File: src/rtl/apu_frame_counter_ctrl.sv
// APU frame counter control: delayed $4017 mode apply, sequencer reset,
// quarter/half pulse generation and the frame IRQ flag.
module apu_frame_counter_ctrl #(
  parameter logic [4:0]  ADDR_FRAME  = 5'h17,
  parameter logic [4:0]  ADDR_STATUS = 5'h15,
  parameter int unsigned DELAY_EVEN  = 3,
  parameter int unsigned DELAY_ODD   = 4
) (
  input  logic       cpu_clk,
  input  logic       reset,
  input  logic       reg_wr,
  input  logic       reg_rd,
  input  logic [4:0] reg_addr,
  input  logic [7:0] reg_wdata,
  input  logic       seq_quarter_tog,
  input  logic       seq_half_tog,
  input  logic       seq_irq_tog,
  output logic       seq_mode,
  output logic       seq_mode_update,
  output logic       seq_reset,
  output logic       quarter_pulse,
  output logic       half_pulse,
  output logic       frame_irq_flag,
  output logic       irq_inhibit
);

  typedef enum logic {
    S_IDLE = 1'b0,
    S_WAIT = 1'b1
  } state_t;

  state_t     state;
  state_t     state_nxt;
  logic [2:0] cnt;
  logic [2:0] cnt_nxt;
  logic       pend_mode;
  logic       pend_mode_nxt;
  logic       apply_fire;
  logic       apply_strobe;
  logic       apu_phase;
  logic       q_sample;
  logic       h_sample;
  logic       i_sample;
  logic       irq_edge;
  logic       flag_nxt;
  logic       frame_wr;
  logic       status_rd;

  assign frame_wr  = reg_wr && (reg_addr == ADDR_FRAME);
  assign status_rd = reg_rd && (reg_addr == ADDR_STATUS);
  assign irq_edge  = seq_irq_tog != i_sample;
  assign seq_reset = reset | apply_strobe;

  always_ff @(posedge cpu_clk) begin
    if (reset) begin
      state     <= S_IDLE;
      cnt       <= 3'd0;
      pend_mode <= 1'b0;
    end else begin
      state     <= state_nxt;
      cnt       <= cnt_nxt;
      pend_mode <= pend_mode_nxt;
    end
  end

  // A write on the apply edge lets the old apply finish and re-arms WAIT
  always_comb begin
    state_nxt     = state;
    cnt_nxt       = cnt;
    pend_mode_nxt = pend_mode;
    unique case (state)
      S_IDLE: ;
      S_WAIT: begin
        if (apply_fire) state_nxt = S_IDLE;
        else            cnt_nxt   = cnt - 3'd1;
      end
    endcase
    if (frame_wr) begin
      state_nxt     = S_WAIT;
      cnt_nxt       = apu_phase ? 3'(DELAY_ODD) : 3'(DELAY_EVEN);
      pend_mode_nxt = reg_wdata[7];
    end
  end

  always_comb begin
    apply_fire = (state == S_WAIT) && (cnt == 3'd1);
  end

  always_comb begin
    flag_nxt = frame_irq_flag;
    if (frame_wr && reg_wdata[6])
      flag_nxt = 1'b0;
    else if (irq_edge && !irq_inhibit && !seq_mode)
      flag_nxt = 1'b1;
    else if (status_rd)
      flag_nxt = 1'b0;
  end

  always_ff @(posedge cpu_clk) begin
    if (reset) begin
      seq_mode        <= 1'b0;
      seq_mode_update <= 1'b0;
      apply_strobe    <= 1'b0;
      apu_phase       <= 1'b0;
      irq_inhibit     <= 1'b0;
      frame_irq_flag  <= 1'b0;
      quarter_pulse   <= 1'b0;
      half_pulse      <= 1'b0;
      q_sample        <= seq_quarter_tog;
      h_sample        <= seq_half_tog;
      i_sample        <= seq_irq_tog;
    end else begin
      apply_strobe   <= apply_fire;
      apu_phase      <= ~apu_phase;
      frame_irq_flag <= flag_nxt;
      quarter_pulse  <= seq_quarter_tog != q_sample;
      half_pulse     <= seq_half_tog != h_sample;
      q_sample       <= seq_quarter_tog;
      h_sample       <= seq_half_tog;
      i_sample       <= seq_irq_tog;
      if (apply_fire) begin
        seq_mode        <= pend_mode;
        seq_mode_update <= ~seq_mode_update;
      end
      if (frame_wr)
        irq_inhibit <= reg_wdata[6];
    end
  end

endmodule

File: config.mk
export PLATFORM = sky130hd
export DESIGN_NAME = apu_frame_counter_ctrl
export DESIGN_NICKNAME = d
export VERILOG_FILES = /design/src/rtl/apu_frame_counter_ctrl.sv
export SDC_FILE = /design/constraint.sdc
export NUM_CORES = 1
export LEC_CHECK = 0
export ABC_AREA = 1
export CAP_MARGIN = 10
export CORE_MARGIN = 1.5
export CORE_UTILIZATION = 41
export CTS_CLUSTER_SIZE = 14
export DETAILED_ROUTE_END_ITERATION = 8
export GPL_TIMING_DRIVEN = 0
export MAX_ROUTING_LAYER = met4
export PLACE_DENSITY = 0.88
export SLEW_MARGIN = 15
export SYNTH_ARGS = -nofsm -noshare
export SYNTH_HDL_FRONTEND = slang
export SYNTH_SLANG_ARGS = --single-unit
export TNS_END_PERCENT = 30
File: constraint.sdc
create_clock -name cpu_clk -period 1.2 [get_ports cpu_clk]
set_clock_uncertainty 0.05 [all_clocks]
set_input_delay 0.12 -clock cpu_clk [delete_from_list [all_inputs] [get_ports cpu_clk]]
set_output_delay 0.12 -clock cpu_clk [all_outputs]
set_load 0.02 [all_outputs]
### Yosys cells after proc, flatten, opt, wreduce, memory -nomap -nowiden

Index checks and enable logic that the tools add are counted.

| word-level totals | value |
|---|---|
| register bits after elaboration | 16 |
| input bits | 20 |
| output and inout port bits | 7 |
| logic and storage cells | 46 |

| cells by class | value |
|---|---|
| $add $sub $neg | 1 |
| equality and inequality tests | 7 |
| mux-type cells | 9 |
| bitwise logic cells | 3 |
| reductions and logical operators | 12 |

Operator list:

| kind | count |
|---|---|
| 2-to-1 mux 3 bit | 4 |
| equality test 5 bit, second input constant | 2 |
| logical AND 1 bit | 6 |
| 2-to-1 mux 1 bit | 5 |
| nonzero test 2 bit | 2 |
| equality test 3 x 1 -> 1 bit, second input constant | 1 |
| inequality test 1 bit | 3 |
| subtractor 3 x 1 -> 3 bit, second input constant | 1 |
| logical NOT 1 bit | 2 |
| inequality test 2 x 1 -> 1 bit, second input constant | 1 |
| NOT 1 bit | 2 |
| AND reduction 2 bit | 1 |
| OR reduction 2 bit | 1 |
| OR 1 bit | 1 |

### Longest topological paths before layout

| depth | value |
|---|---|
| depth after elaboration | 5 |
| gate-level depth with buffers | 9 |
| gate-level depth less buffers | 9 |

### Worst setup path after synthesis

Ideal clock, no wire load.

| timing | value |
|---|---|
| path kind | register to register |
| from | register cnt[1] |
| to | register cnt[1] |
| setup time | 0.110 ns |
| arrival | 0.906 ns |
| slack | 0.134 ns |
| cell stages (with the launch flop) | 9 |
| path buffers | 0 |
| clock period less this slack | 1.066 ns |
| path through | dfxtp_1 > inv_1 > ha_1 > nand2_2 > nand2_2 > nand2_1 > inv_2 > nor2_2 > nor2_1 |

| on the way | value |
|---|---|
| word-level cells in the longest chain between the ends | 4 |

Ends and longest elaborated chain:

| item | RTL line | text |
|---|---|---|
| start, declared | 34 | `logic [2:0] cnt;` |
| start signal, assigned | 61 | `cnt <= cnt_nxt;` |
| subtractor 3 x 1 -> 3 bit / equality test 3 x 1 -> 1 bit (equally long branches) | 75, 86 |  |
| 2-to-1 mux 3 bit / logical AND 1 bit (equally long branches) | 74, 86 |  |
| 2-to-1 mux 3 bit / inequality test 2 x 1 -> 1 bit (equally long branches) | n/a |  |
| 2-to-1 mux 3 bit / AND reduction 2 bit (equally long branches) | n/a |  |

Parallel ways exist; a longest one is shown, timed or not. The select of a mux whose other input is x is not followed.
A chain may end at the register's enable or synchronous reset.

### Final worst setup path

| timing | value |
|---|---|
| from | register apply_strobe |
| to | output seq_reset |

| on the way | value |
|---|---|
| word-level cells in the longest chain between the ends | 1 |

Ends and longest elaborated chain:

| item | RTL line | text |
|---|---|---|
| start, declared | 39 | `logic apply_strobe;` |
| start signal, assigned | 113 | `apply_strobe <= apply_fire;` |
| OR 1 bit | 52 | `assign seq_reset = reset \| apply_strobe;` |
| end, declared | 20 | `output logic seq_reset,` |

No other way between the ends.

==> results <==
worst paths after layout:
| path | slack (ns) | to | from | cells past startpoint |
|---|---|---|---|---|
| worst min-delay path | 0.27 | i_sample$_DFF_P_ | seq_irq_tog | 1 |
| worst min register to register | 0.38 | apu_phase$_SDFF_PP0_ | apu_phase$_SDFF_PP0_ | 1 |
| worst max-delay path | 0.02 | seq_reset | apply_strobe$_SDFF_PP0_ | 2 |
| worst max register to register | 0.06 | cnt[2]$_SDFFE_PP0P_ | cnt[0]$_SDFFE_PP0P_ | 9 |
registers in the layout, summed over array words and instances (netlist names):
name             flops
state                1
seq_mode             1
irq_inhibit          1
frame_irq_flag       1
seq_mode_update      1
i_sample             1
q_sample             1
pend_mode            1
apply_strobe         1
h_sample             1
apu_phase            1
cnt                  3
quarter_pulse        1
half_pulse           1
cell families (layout without fill, tap and decap cells):
kind of cell | count (synthesis) | in the layout | share of synthesized area (%)
flops | 16 | 16 | 45.8
buf+inv | 14 | 38 | 7.51
xor+xnor | 4 | 4 | 5.01
fa+ha+maj | 2 | 2 | 3.58
compound gates | 8 | 8 | 6.26
simple gates | 43 | 43 | 31.8
final cells by class:
cell class | instances | area (um^2)
Sequential cell | 16 | 322
Tap cell | 16 | 20.0
Multi-Input combinational cell | 57 | 334
Buffer | 1 | 3.75
Inverter | 13 | 48.8
Clock buffer | 4 | 36.3
Timing Repair Buffer | 20 | 191
Fill cell | 132 | 603
layer usage:
metal	global-route usage, %	up-vias
met4	7.27	0
met2	27.9	16
met3	3.27	4
li1	-	315
met5	-	-
met1	15.1	261
metrics by stage:
stage	util [%]	hold slack, ns	setup WS (ns)
after global placement	59.0	0.349	-0.336
after detailed placement	59.0	0.367	-0.340
after floorplan	-	0.0977	0.134
after CTS	60.5	0.267	0.00536
final	61.3	0.270	0.0246
after global routing	61.3	0.267	-0.0281
cells in the mapped netlist:
master	number	share of area [%]
ha_1	2	3.6
nor2_1	9	4.8
nor2_8	1	2.9
nand2_1	17	9.1
nand2_4	2	3.2
a21oi_2	1	1.3
nand3_1	7	5.0
xnor2_1	3	3.8
nor2_2	1	0.90
a21oi_1	6	4.3
inv_2	3	1.6
o21ai_0	1	0.71
xor2_1	1	1.3
or2_2	2	1.8
dfxtp_1	16	46
nand3_2	1	1.4
inv_1	10	5.4
nand2_2	3	2.7
clkbuf_1	1	0.54
power by group through the flow:
stage               registers, mW  clock network [mW]  logic [mW]
global placement            0.571                   0       0.148
detailed placement          0.572                   0       0.153
floorplan                   0.583                   0      0.0640
CTS                         0.560               0.360       0.146
finish                      0.560               0.349       0.147
global route                0.561               0.382       0.160
cells in the final DEF (no fill, tap or decap), drive strengths merged, types with 3 or more instances in the layout:
| cell type | Yosys | layout |
|---|---|---|
| dlygate4sd2 | 0 | 4 |
| clkdlybuf4s50 | 0 | 13 |
| a21oi | 7 | 7 |
| nand3 | 8 | 8 |
| inv | 13 | 13 |
| nor2 | 11 | 11 |
| dfxtp | 16 | 16 |
| xnor2 | 3 | 3 |
| clkbuf | 1 | 6 |
| nand2 | 22 | 22 |
critical path, cell delays in order, from the launching register on:
cell,delay (ns)
dfxtp_1,0.30
or2_2,0.29
buf_6,0.13
==> results.ini <==
[outcome]
status = finished, final reports clean

[placed_design]
port_buffers = 20
dp_cells = 123
hpwl_mm = 1.04
place.gp.congestion = 0.699
place_area_um2 = 920

[logic_synthesis]
avgSynthCellArea_um2 = 8.04
ys_seq_area_share_pct = 45.8
synth-seq-cells = 16
netlist-cell-type-count = 19
yosysWarnings = 0
synthCells = 87
netlist_area_um2 = 699
syn_nets = 109

[cts]
cts_setup_buffers = 0
numCtsBuffers = 3
htree_levels = 1
clock_latency_ns = 0.28
clock_sink_count = 16
hold_buffers = 0
cts_tree = built
ctsRootBufferMaster = clkbuf_4
clkTransAtPathRegs_ns = 0.09
cts_resized = 11
clockBufferDepth = 2

[drt]
wirelength_met1_um = 506
wl_per_cell_um = 9.98
vias = 596
drt_first_pass_iters = 4
wl_met2_um = 689
viasPerCell = 4.69
first_iter_violations = 12
routed.top_layer = met4
route.met3.wl_um = 52
ant_nets = 0
drc = 0
wirelength_mm = 1.27

[sta]
finalCritPeriodShare_pct = 97.9
slew_headroom_pct = 69.4
hold_violations = 0
rsz0062_at_grt = yes
final.setup.tns_ns = 0
tightest_slew_ns = 0.458
fmax_ghz = 0.851
slew_violations = 0
setup_viol = 0
fin_crit_ns = 1.18

[worst_setup_path]
path_class = flip-flop to output port
cp-end-kind = output port
crit_fanout = 1
cp.required_ns = 1.03
worstPathArrival_ns = 1.01
critical_path.startpoint_type = flip-flop

[final_layout]
antenna_cells = 0
fin_cells = 127
drive_above_1_share_pct = 20.7
area.growth.synth_to_final_pct = 36.7
fin_area_um2 = 956
final_nets = 134

[flow_run]
cap_violations = 0

[power]
p_leak_nw = 0.453
p_switching_mw = 0.244
total_power_mw = 1.06
intPower_mw = 0.812
clkPwrFrac_pct = 33.1
power.share.combinational_pct = 13.9
vdd_drop_max_v = 0.000934
p_per_area_nw_per_um2 = 1100
swShare_pct = 23.1
power.share.sequential_pct = 53.0

[global_route]
grt_pass1_wl_mm = 2.13
grt_max_degree = 11
grt_usage_pct = 15.2
antenna_found_initial = 0
grt_overflow = 0
grt_pass1_vias = 560

[floorplanning]
rows = 14
fp.dieH_um = 44.3
die_x_um = 44.3
placeableCoreArea_um2 = 1560
pin_count = 27
die_area_um2 = 1960
initial_core_util_pct = 44.9

[hold_path]
min_path_type = input pin to flip-flop

(Power assumes the default switching activity.)
